$ cat config.mk
export PLATFORM = sky130hd
export DESIGN_NAME = instr_fetch_buffer
export DESIGN_NICKNAME = d
export VERILOG_FILES = /design/src/rtl/instr_fetch_buffer_pkg.sv /design/src/rtl/instr_fetch_buffer_fifo.sv /design/src/rtl/instr_fetch_buffer.sv
export SDC_FILE = /design/constraint.sdc
export NUM_CORES = 1
export LEC_CHECK = 0
export BUFFER_PORTS_ARGS = -buffer_cell sky130_fd_sc_hd__buf_2
export CAP_MARGIN = 20
export CORE_MARGIN = 2
export CORE_UTILIZATION = 52
export CTS_CLUSTER_SIZE = 24
export DETAILED_ROUTE_END_ITERATION = 16
export PLACE_DENSITY = 0.84
export SLEW_MARGIN = 20
export SYNTH_ARGS = -nofsm -noshare
export SYNTH_HDL_FRONTEND = slang
export SYNTH_SLANG_ARGS = --single-unit
$ cat constraint.sdc
create_clock -name clk -period 5.75 [get_ports clk]
set_input_delay 0 -clock clk [delete_from_list [all_inputs] [get_ports clk]]
set_output_delay 0 -clock clk [all_outputs]
set_load 0.02 [all_outputs]
$ cat src/rtl/instr_fetch_buffer_pkg.sv
// rtl/instr_fetch_buffer_pkg.sv - shared processor widths and fetch buffer defaults
package instr_fetch_buffer_pkg;

  localparam int PC_W      = 16;
  localparam int INSTR_W   = 16;
  localparam int IFB_AW    = PC_W;
  localparam int IFB_DW    = INSTR_W;
  localparam int IFB_DEPTH = 2;

endpackage

$ cat src/rtl/instr_fetch_buffer_fifo.sv
// rtl/instr_fetch_buffer_fifo.sv - instruction word FIFO with synchronous flush
module ifb_fifo #(
  parameter int DW    = 16,
  parameter int DEPTH = 2
) (
  input  logic                     clk_i,
  input  logic                     rst_ni,
  input  logic                     clr_i,
  input  logic                     push_i,
  input  logic [DW-1:0]            data_i,
  input  logic                     pop_i,
  output logic [DW-1:0]            data_o,
  output logic [$clog2(DEPTH):0]   count_o
);

  localparam int PW = $clog2(DEPTH);
  localparam int CW = PW + 1;
  localparam logic [PW-1:0] PTR_ONE = PW'(1);
  localparam logic [CW-1:0] CNT_ONE = CW'(1);

  logic [DW-1:0] mem_q [DEPTH];
  logic [PW-1:0] wptr_q, wptr_d;
  logic [PW-1:0] rptr_q, rptr_d;
  logic [CW-1:0] count_q, count_d;

  // Pointers wrap naturally because DEPTH is a power of two.
  always_comb begin
    wptr_d  = wptr_q;
    rptr_d  = rptr_q;
    count_d = count_q;
    if (clr_i) begin
      wptr_d  = '0;
      rptr_d  = '0;
      count_d = '0;
    end else begin
      if (push_i) wptr_d = wptr_q + PTR_ONE;
      if (pop_i)  rptr_d = rptr_q + PTR_ONE;
      case ({push_i, pop_i})
        2'b10:   count_d = count_q + CNT_ONE;
        2'b01:   count_d = count_q - CNT_ONE;
        default: count_d = count_q;
      endcase
    end
  end

  always_ff @(posedge clk_i or negedge rst_ni) begin
    if (!rst_ni) begin
      wptr_q  <= '0;
      rptr_q  <= '0;
      count_q <= '0;
    end else begin
      wptr_q  <= wptr_d;
      rptr_q  <= rptr_d;
      count_q <= count_d;
    end
  end

  // Storage is cleared on reset so the head reads zero afterwards.
  always_ff @(posedge clk_i or negedge rst_ni) begin
    if (!rst_ni) begin
      for (int i = 0; i < DEPTH; i++) mem_q[i] <= '0;
    end else if (!clr_i && push_i) begin
      mem_q[wptr_q] <= data_i;
    end
  end

  assign data_o  = mem_q[rptr_q];
  assign count_o = count_q;

endmodule

$ cat src/rtl/instr_fetch_buffer.sv
// rtl/instr_fetch_buffer.sv - instruction prefetch: read issue, jump discard, decoder handshake
module instr_fetch_buffer
  import instr_fetch_buffer_pkg::*;
#(
  parameter int AW    = IFB_AW,
  parameter int DW    = IFB_DW,
  parameter int DEPTH = IFB_DEPTH
) (
  input  logic          clk,
  input  logic          rst_n,
  input  logic          fetch_en,
  input  logic [AW-1:0] pc_addr,
  input  logic          jump,
  output logic          pc_incr,
  output logic          imem_rd,
  output logic [AW-1:0] imem_addr,
  input  logic [DW-1:0] imem_rdata,
  output logic [DW-1:0] ins_out,
  output logic          ins_valid,
  input  logic          ins_ready
);

  localparam int CW = $clog2(DEPTH) + 1;
  localparam logic [CW:0] DEPTH_C = (CW+1)'(DEPTH);

  logic          inflight_q, inflight_d;
  logic          discard_q, discard_d;
  logic [CW-1:0] count;
  logic [CW:0]   occupancy;
  logic          issue, push, pop;

  // A pop frees a slot this cycle, so it counts toward room for a new read.
  always_comb begin
    pop        = ins_valid && ins_ready && !jump;
    push       = inflight_q && !discard_q;
    occupancy  = {1'b0, count} + {{CW{1'b0}}, inflight_q} - {{CW{1'b0}}, pop};
    issue      = rst_n && fetch_en && !jump && (occupancy < DEPTH_C);
    inflight_d = issue;
    discard_d  = jump && inflight_q;
  end

  always_ff @(posedge clk or negedge rst_n) begin
    if (!rst_n) begin
      inflight_q <= 1'b0;
      discard_q  <= 1'b0;
    end else begin
      inflight_q <= inflight_d;
      discard_q  <= discard_d;
    end
  end

  ifb_fifo #(
    .DW    (DW),
    .DEPTH (DEPTH)
  ) u_fifo (
    .clk_i   (clk),
    .rst_ni  (rst_n),
    .clr_i   (jump),
    .push_i  (push),
    .data_i  (imem_rdata),
    .pop_i   (pop),
    .data_o  (ins_out),
    .count_o (count)
  );

  assign imem_addr = pc_addr;
  assign imem_rd   = issue;
  assign pc_incr   = issue;
  assign ins_valid = (count != '0);

endmodule

==> flow_summary.toml, run 1 <==
[worst_setup_path]
path_class = "reg2out"
reg2reg_from = "u_fifo.count_o[1]"
reg2regPathDepth = 7
arrival_ps = 2630
cp_max_fo = 8
r2r_slack_ps = 3580
startpoint_type = "register"
crit_path_top_delay_cell = "fa_1"
cp-end-kind = "primary output"
r2r-end = "inflight_q"
cp.required_ps = 5750
critPathMaxStageDelay_ps = 490
path_buf_inv = 1
cp_cell_sequence = "o21ai_0, nor2_1, ha_1, nand2b_1, fa_1, nand4b_1, nor2_1, buf_2"
path_common_cell = "nor2_1"
path_delay_family = "adder cells"

[detailed_routing]
met1_length_um = 1435
vias = 1149
wl_met2_um = 1717
firstDrtPassIters = 4
wl_um = 3473
drt-initial-drc-count = 17
drc_errors = 0
routedWlPerCell_um = 15.44
antenna_left = 0
wl_met3_um = 237
highest_layer = "met4"
avgViaCountPerCell = 5.107

[worst_hold_path]
whs_path_depth = 0
hp-start = "pc_addr[11]"
hold_end = "imem_addr[11]"
min_path_type = "in2out"

[layout]
layout_common_cells = "mux2_2, buf_2, dfrtp_1"
layout-drive-gt1-share_pct = 55.31
fillers = 255
area_growth_pct = 20.15
final_cell_count_no_fill = 225
nNetsFinal = 217
antennaDiodeCount = 0
final_common_cell = "mux2_2"
final_area_sq_um = 2261

[run_status]
status = "completed"

[pwr]
leakagePower_uw = 0.001076
p_sw_uw = 205.5
seq_power_share_pct = 44.6
switching_share_pct = 26.74
internal_power_uw = 563.1
clkPwrFrac_pct = 30.5
comb_power_share_pct = 24.9
power_uw = 768.6
power.density_nw_per_um2 = 340.0
ir_worst_vdd_mv = 0.2206

[synth]
syn_nets = 175
synthFlopType = "dfrtp_1"
synth_cell_types = 27
synth_top_area_share_pct = 50.53
synthesis.area_sq_um = 1882
synthTopCellsByArea = "dfrtp_1, mux2_2, buf_4"
synth-seq-area-share_pct = 50.53
yosysTopAreaCell = "dfrtp_1"
async_flop_share_pct = 100.0
ys_ff_latch = 38
synth_area_per_cell_sq_um = 13.84
syn_inst = 136
ys_warn_count = 0
synth_edf_count = 0

[global_routing]
overflow = 0
grt_use_total_pct = 18.08
grt_max_degree = 40
grt_pass1_vias = 1232
grt_antenna_before_repair = 0
grt_pass1_wl_um = 5540

[clocking]
insertion_delay_ps = 350
clock_sinks = 38
clk_path_buf_depth = 2
cts_hold_buf = 19
clk_root_buffer_cell = "clkbuf_4"
clk_pin_slew_ps = 110
cts_setup_buffers = 0
cts_tree = "yes"
ctsResizeCount = 0
htreeDepth = 2
cts_buffers = 5

[floorplan]
start_util_pct = 55.09
ioPinCount = 72
placementRows = 21
die_y_um = 64.16
die-width_um = 64.16
coreArea_sq_um = 3416
die_area_sq_um = 4116

[sta]
hold_viol_final = 0
layout_min_cycle_time_ps = 2627
grt_setup_unrepaired = "false"
finalSetupTns_ps = 0
period_share_pct = 45.69
setup_viol = 0
timing.hold.ws_ps = 0.008852
slew_violations = 0
max_slew_margin_pct = 43.27
fin_skew_ps = 10.80
worst_pin_slew_ps = 850.1
fmax_mhz = 380.6

[job]
cap_violations = 0

[placed_design]
port_buffers = 39
placed_cells = 198
dpl.hpwl_um = 2239
gp_congestion = 0.6992
dpl_cell_area_sq_um = 1959
==> power groups by stage <==
stage	clock network [uW]	logic (uW)	registers [uW]
floorplan	0	149	338
global placement	0	177	343
detailed placement	0	182	348
CTS	238	193	343
global route	250	207	348
finish	234	191	343
==> worst max path at each step <==
stage / startpoint / to / cells after the start
global placement: u_fifo.count_o[1] / imem_rd / 8
finish: u_fifo.count_o[1] / pc_incr / 8
detailed placement: u_fifo.count_o[1] / pc_incr / 8
CTS: u_fifo.count_o[1] / pc_incr / 8
floorplan: u_fifo.count_o[1] / pc_incr / 8
global route: u_fifo.count_o[1] / pc_incr / 8
==> cells by family after synthesis <==
| kind of cell | Yosys count | share of synthesized area, % |
|---|---|---|
| xor+xnor | 3 | 1.397 |
| simple gates | 15 | 5.985 |
| flops | 38 | 50.53 |
| buf+inv | 24 | 9.507 |
| compound gates | 6 | 2.128 |
| mux | 48 | 28.72 |
| fa+ha+maj | 2 | 1.729 |
==> cell usage after synthesis (2+ instances only) <==
| library cell | instances |
|---|---|
| buf_4 | 18 |
| nor2_1 | 4 |
| mux2_2 | 48 |
| dfrtp_1 | 38 |
| buf_2 | 2 |
| xor2_1 | 3 |
| nand2b_1 | 2 |
| o21ai_0 | 2 |
==> stage by stage <==
step | utilization [%] | setup WS (ps)
global placement | 57.36 | 3624
floorplan | - | 3443
global route | 66.19 | 2922
detailed placement | 57.36 | 3508
finish | 66.19 | 3123
CTS | 66.19 | 3094
==> metal layers <==
metal | GRT usage [%] | up-vias
met3 | 5.634 | 14
met2 | 30.86 | 45
li1 | - | 535
met1 | 20.00 | 555
met5 | 0 | -
met4 | 9.840 | 0
==> cell type report <==
| type | instances | area [sq um] | area share, % |
|---|---|---|---|
| inverter | 1 | 3.754 | 0.1660 |
| clock inverter | 2 | 60.06 | 2.656 |
| clock buffer | 6 | 51.30 | 2.269 |
| sequential | 38 | 950.9 | 42.06 |
| tap | 46 | 57.56 | 2.546 |
| timing repair buffer | 58 | 385.4 | 17.04 |
| multi-input combinational | 74 | 752.0 | 33.26 |
==> state kept, by name (all words and copies together), names as in the netlist <==
| register | flops |
|---|---|
| u_fifo.mem_q | 32 |
| u_fifo.count_o | 2 |
| discard_q | 1 |
| inflight_q | 1 |
| u_fifo.rptr_q | 1 |
| u_fifo.wptr_q | 1 |
Power figures use the tool's default switching activity.
==> run 2, diff against run 1 <==
--- a/config.mk
+++ b/config.mk
@@ -8,10 +8,10 @@
 export BUFFER_PORTS_ARGS = -buffer_cell sky130_fd_sc_hd__buf_2
 export CAP_MARGIN = 20
 export CORE_MARGIN = 2
-export CORE_UTILIZATION = 52
+export CORE_UTILIZATION = 44
 export CTS_CLUSTER_SIZE = 24
 export DETAILED_ROUTE_END_ITERATION = 16
-export PLACE_DENSITY = 0.84
+export PLACE_DENSITY = 0.76
 export SLEW_MARGIN = 20
 export SYNTH_ARGS = -nofsm -noshare
 export SYNTH_HDL_FRONTEND = slang
==> constraint.sdc (replaced) <==
create_clock -name clk -period 2.4 [get_ports clk]
set_input_delay 0 -clock clk [delete_from_list [all_inputs] [get_ports clk]]
set_output_delay 0 -clock clk [all_outputs]
set_load 0.02 [all_outputs]
==> run 2 against run 1 <==
Effect of this change:
- die area up 17%
- cell count rose by 4.9%
- core utilization fell by 8.7 points
- register-to-register slack worse by 3100 ps
- critical path depth unchanged
- cell area grew 3.2%
==> flow_summary.toml, run 2 (same netlist as run 1, synthesis figures left out) <==
[sta]
slew_violations = 0
grt_setup_unrepaired = "false"
worst_pin_slew_ps = 829.6
hold_viol_final = 0
period_share_pct = 96.51
fmax_mhz = 431.8
layout_min_cycle_time_ps = 2316
fin_skew_ps = 5.301
setup_ws_ps = 83.86
finalSetupTns_ps = 0
max_slew_margin_pct = 44.69
setup_viol = 0

[clocking]
htreeDepth = 2
cts_buffers = 5
insertion_delay_ps = 290
clock_sinks = 38
cts_tree = "yes"
clk_path_buf_depth = 2
clk_pin_slew_ps = 70
clk_root_buffer_cell = "clkbuf_8"

[layout]
area_growth_pct = 24.00
largest-register = "u_fifo.mem_q"
fillers = 316
largest_reg_flops = 32
antennaDiodeCount = 0
final_common_cell = "mux2_2"
layout_common_cells = "mux2_2, buf_2, dfrtp_1"
fin_util_pct = 57.51
layout-drive-gt1-share_pct = 59.68
nNetsFinal = 224

[detailed_routing]
antenna_left = 0
drc_errors = 0
vias = 1217
wl_um = 3755
drt-initial-drc-count = 41
firstDrtPassIters = 4
avgViaCountPerCell = 5.157
routedWlPerCell_um = 15.91

[worst_hold_path]
min_path_type = "in2out"

[global_routing]
grt_antenna_before_repair = 0
grt_max_degree = 39
grt_pass1_wl_um = 6092
grt_pass1_vias = 1287
overflow = 0
grt_use_total_pct = 16.15

[floorplan]
coreArea_sq_um = 4058
die_area_sq_um = 4816
die-width_um = 69.40
die_y_um = 69.40
placementRows = 23
ioPinCount = 72
start_util_pct = 46.38

[worst_setup_path]
path_class = "reg2out"
crit_path_top_delay_cell = "fa_1"
cp_cell_sequence = "o21ai_4, nor2_1, ha_1, nand2b_1, fa_1, nand4b_1, nor2_4, buf_6"
path_delay_family = "adder cells"
cp_max_fo = 3
path_buf_inv = 1
critPathMaxStageDelay_ps = 480
cp-end-kind = "primary output"
startpoint_type = "register"
cp.required_ps = 2400
arrival_ps = 2320

[pwr]
power.density_nw_per_um2 = 745.3
ir_worst_vdd_mv = 0.3909
leakagePower_uw = 0.001104

[placed_design]
gp_congestion = 0.7473
dp_slack_ps = 147.4
port_buffers = 39
dpl.hpwl_um = 2681

[job]
cap_violations = 0

[run_status]
status = "completed"
run 2: cell types whose count changed in the layout (fill, tap and decap cells not counted), sizes merged:
| cell | previous run | this run |
|---|---|---|
| buf | 39 | 47 |
| bufinv | 2 | 0 |
| dlygate4sd3 | 19 | 18 |
| clkinvlp | 0 | 1 |
| clkinv | 0 | 1 |
run 2: worst register-to-register path, cell delays in order, from the launching register on:
cell and delay (ps):
dfrtp_2 430, o21ai_4 170, nor2_1 60, ha_1 270, nand2b_1 160, fa_1 480, nand4b_1 150, nor2_4 170
run 2: worst paths after layout:
| path | startpoint | to | slack, ps | cells after the start |
|---|---|---|---|---|
| max | u_fifo.count_o[1] | pc_incr | 80 | 8 |
| min | pc_addr[3] | imem_addr[3] | 0.007 | 0 |
| max reg2reg | u_fifo.count_o[1] | inflight_q | 440 | 7 |
| min reg2reg | u_fifo.mem_q[24] | u_fifo.mem_q[24] | 510 | 1 |
| max in group asynchronous | rst_n | u_fifo.count_o[0] | 1700 | 3 |
| min in group asynchronous | rst_n | u_fifo.wptr_q | 350 | 3 |
run 2: layout make-up:
| type | instances | area (sq um) | share of cell area (%) |
|---|---|---|---|
| Clock buffer | 6 | 82.58 | 3.539 |
| Clock inverter | 2 | 12.51 | 0.5362 |
| Inverter | 1 | 3.754 | 0.1609 |
| Multi-Input combinational cell | 74 | 770.7 | 33.03 |
| Sequential cell | 38 | 953.4 | 40.86 |
| Tap cell | 50 | 62.56 | 2.681 |
| Timing Repair Buffer | 65 | 447.9 | 19.20 |
run 2: report_power, final:
group	internal [uW]	total, uW	switching, uW
combinational	242	468	226
clock	230	447	217
sequential	760	824	63.9
run 2: layer usage:
layer / global-route usage (%) / wire length (um) / vias to the layer above
li1: - / - / 552
met1: 18.23 / 1502 / 612
met2: 27.24 / 1926 / 48
met3: 6.977 / 275 / 5
met4: 5.664 / 51 / 0
met5: 0 / 0 / -
run 2: stage by stage:
step | hold WS (ps) | std cells | total power (uW) | area (sq um)
global placement | 0.1367 | 206 | 1250 | 1994
CTS | 0.1367 | 232 | 1756 | 2277
finish | 0.006667 | 236 | 1739 | 2333
global route | 0.02736 | 236 | 1834 | 2333
floorplan | -295.6 | 136 | 1168 | 1882
detailed placement | 0.1367 | 206 | 1281 | 1994
run 2: repair_timing:
action / 4_1_cts / 5_1_grt
endpoints found under the setup margin: 2 / 2
buffers inserted: 0 / 4
hold buffers: 18 / 0
pin swaps: 0 / 3
gates resized for setup: 4 / 7
endpoints found under the hold margin: 71 / 0
==> run 3, diff against run 2 <==
--- a/config.mk
+++ b/config.mk
@@ -15,4 +15,5 @@
 export SLEW_MARGIN = 20
 export SYNTH_ARGS = -nofsm -noshare
 export SYNTH_HDL_FRONTEND = slang
+export SYNTH_HIERARCHICAL = 1
 export SYNTH_SLANG_ARGS = --single-unit
==> run 3 against run 2 <==
Effect of this change:
- via count fell by 1.2%
- critical path depth did not move
- fmax fell by 3.2%
- wire length fell by 4.4%
- first-iteration DRC count fell by 56%
- cell area rose by 3.6%
- flip-flop and latch count did not move
- setup slack got worse by 76 ps
- clock skew barely moved
- critical endpoint unchanged
==> flow_summary.toml, run 3 <==
[worst_hold_path]
min_path_type = "in2out"
whs_path_depth = 0
hold_end = "imem_addr[4]"
hp-start = "pc_addr[4]"

[layout]
register_area_sq_um = 950.9
layout-drive-gt1-share_pct = 60.22
fin_util_pct = 56.72
multi_input_area_sq_um = 814.5
final_area_sq_um = 2419
layout_common_cells = "dfrtp_1, mux2_2, buf_2"
nNetsFinal = 224
largest-register = "u_fifo/mem_q"
fillers = 365
area_growth_pct = 26.17
largest_reg_flops = 32
final_cell_count_no_fill = 238
antennaDiodeCount = 0

[global_routing]
grt_pass1_vias = 1345
grt_antenna_before_repair = 0
grt_use_total_pct = 15.79
grt_max_degree = 39
grt_pass1_wl_um = 6134
overflow = 0

[placed_design]
port_buffers = 39
gp_congestion = 0.7557
placed_cells = 206
dpl.hpwl_um = 2462
dpl_cell_area_sq_um = 2051

[pwr]
leakagePower_uw = 0.001208
ir_worst_vdd_mv = 0.4426
power.density_nw_per_um2 = 907.4

[sta]
worst_pin_slew_ps = 807.9
fin_skew_ps = 5.749
period_share_pct = 99.68
hold_viol_final = 0
max_slew_margin_pct = 46.14
grt_setup_unrepaired = "true"
fmax_mhz = 418.0
slew_violations = 0
layout_min_cycle_time_ps = 2392
setup_viol = 0
finalSetupTns_ps = 0

[synth]
synth_top_family_by_area = "multiplexers"
synth-seq-area-share_pct = 49.61
synthTopCellsByCount = "dfrtp_1, mux2_2, buf_4, mux2_4, nor2_1"
synth_top_area_share_pct = 49.61
yosysTopAreaCell = "dfrtp_1"
ys_warn_count = 6
syn_inst = 133
synth_compound_area_share_pct = 0.2611
synthTopCellsByArea = "dfrtp_1, mux2_2, mux2_4"
synthesis.area_sq_um = 1917
syn_nets = 172
synth_mux_area_share_pct = 30.16
synthFlopType = "dfrtp_1"
ys_ff_latch = 38
synth_fa_ha_area_share_pct = 1.697
yosys.area_share.simple_pct = 6.593
synth_edf_count = 0
synth_xor_xnor_area_share_pct = 2.285
synth_cell_types = 25
synth_area_per_cell_sq_um = 14.41
async_flop_share_pct = 100.0

[detailed_routing]
vias = 1203
antenna_left = 0
drt-initial-drc-count = 18
wl_um = 3588
routedWlPerCell_um = 15.08
avgViaCountPerCell = 5.055
drc_errors = 0
firstDrtPassIters = 2

[floorplan]
coreArea_sq_um = 4264
die_area_sq_um = 4901
start_util_pct = 44.95
die-width_um = 70.01
ioPinCount = 72
placementRows = 24
die_y_um = 70.01

[worst_setup_path]
crit_path_top_delay_cell = "fa_1"
path_class = "reg2out"
cp_cell_sequence = "or2_1, and3b_2, ha_4, nand2b_4, fa_1, nand4b_1, nor2_4, buf_6"
cp-end-kind = "primary output"
cp.required_ps = 2400
reg2reg_from = "u_fifo/count_o[1]"
reg2regPathDepth = 9
critPathMaxStageDelay_ps = 480
cp.depth = 8
path_delay_family = "simple AND/OR/NAND/NOR gates"
r2r_slack_ps = 160
cp_max_fo = 3
r2r-end = "inflight_q"
startpoint_type = "register"
arrival_ps = 2390
path_buf_inv = 1

[clocking]
clk_root_buffer_cell = "clkbuf_8"
clock_sinks = 38
htreeDepth = 2
insertion_delay_ps = 290
cts_tree = "yes"
cts_buffers = 5
clk_path_buf_depth = 2
clk_pin_slew_ps = 80

[job]
cap_violations = 0

[run_status]
status = "completed"
run 3: layer usage:
metal  part of all wire [%]  wire (um)  vias to the layer above  track usage, %
li1                       -          -                      549               -
met2                     50       1795                       39           26.98
met3                    6.4        229                       17           5.483
met1                     41       1482                      598           18.11
met4                    2.3         81                        0           6.197
met5                      0          0                        -               0
run 3: cell families after synthesis:
kind of cell	count (synthesis)
DFF	38
xor gates and xnor gates	5
adders and majority gates	2
buffers and inverters	23
muxes	48
AOI/OAI and AO/OA	1
and+or+nand+nor	16
run 3: worst register-to-register path, cell delays in order, from the launching register on:
cell and delay [ps]:
dfrtp_1 380, or2_1 240, and3b_2 230, ha_4 210, nand2b_4 130, fa_1 370, xor2_1 260, nor2_4 80
buf_4 130, buf_4 110
run 3: final cells by class:
class / count / share of cell area (%)
multi-input cells: 72 / 33.68
well taps: 52 / 2.690
clock buffers: 5 / 2.845
flip-flops and latches: 38 / 39.32
repair buffers: 67 / 19.66
inverters: 1 / 0.1552
clock inverters: 3 / 1.655
run 3: repair_timing:
action / in CTS / in global routing
hold buffers: 18 / 0
pin swaps: 3 / 0
endpoints found under the setup margin: 2 / 2
setup buffers: 4 / 2
gates resized for setup: 7 / 0
cloned: 0 / 0
endpoints found under the hold margin: 71 / 0
run 3: worst max path at each step:
| stage | start | end |
|---|---|---|
| after floorplan | u_fifo/count_o[1] | pc_incr |
| after global placement | u_fifo/count_o[0] | pc_incr |
| after detailed placement | u_fifo/count_o[0] | pc_incr |
| after CTS | u_fifo/count_o[1] | pc_incr |
| after global routing | u_fifo/count_o[1] | pc_incr |
| final | u_fifo/count_o[1] | pc_incr |
run 3: stage by stage:
| stage | worst slack, ps | total power [uW] | hold WS, ps |
|---|---|---|---|
| 2_1_floorplan | 21.21 | 1462 | -295.6 |
| 3_3_place_gp | 199.6 | 1602 | 0.1367 |
| 3_5_place_dp | 121.7 | 1642 | 0.1367 |
| 4_1_cts | 5.177 | 2216 | 0.1367 |
| 5_1_grt | -81.59 | 2318 | 0.03019 |
| 6_report | 7.728 | 2195 | 0.008833 |
run 3: where the power goes:
| group | internal (uW) | leakage, uW | switching [uW] | total (uW) |
|---|---|---|---|---|
| Combinational | 415 | 0.000659 | 344 | 758 |
| Sequential | 812 | 0.000491 | 100 | 912 |
| Clock | 306 | 0.0000579 | 219 | 524 |
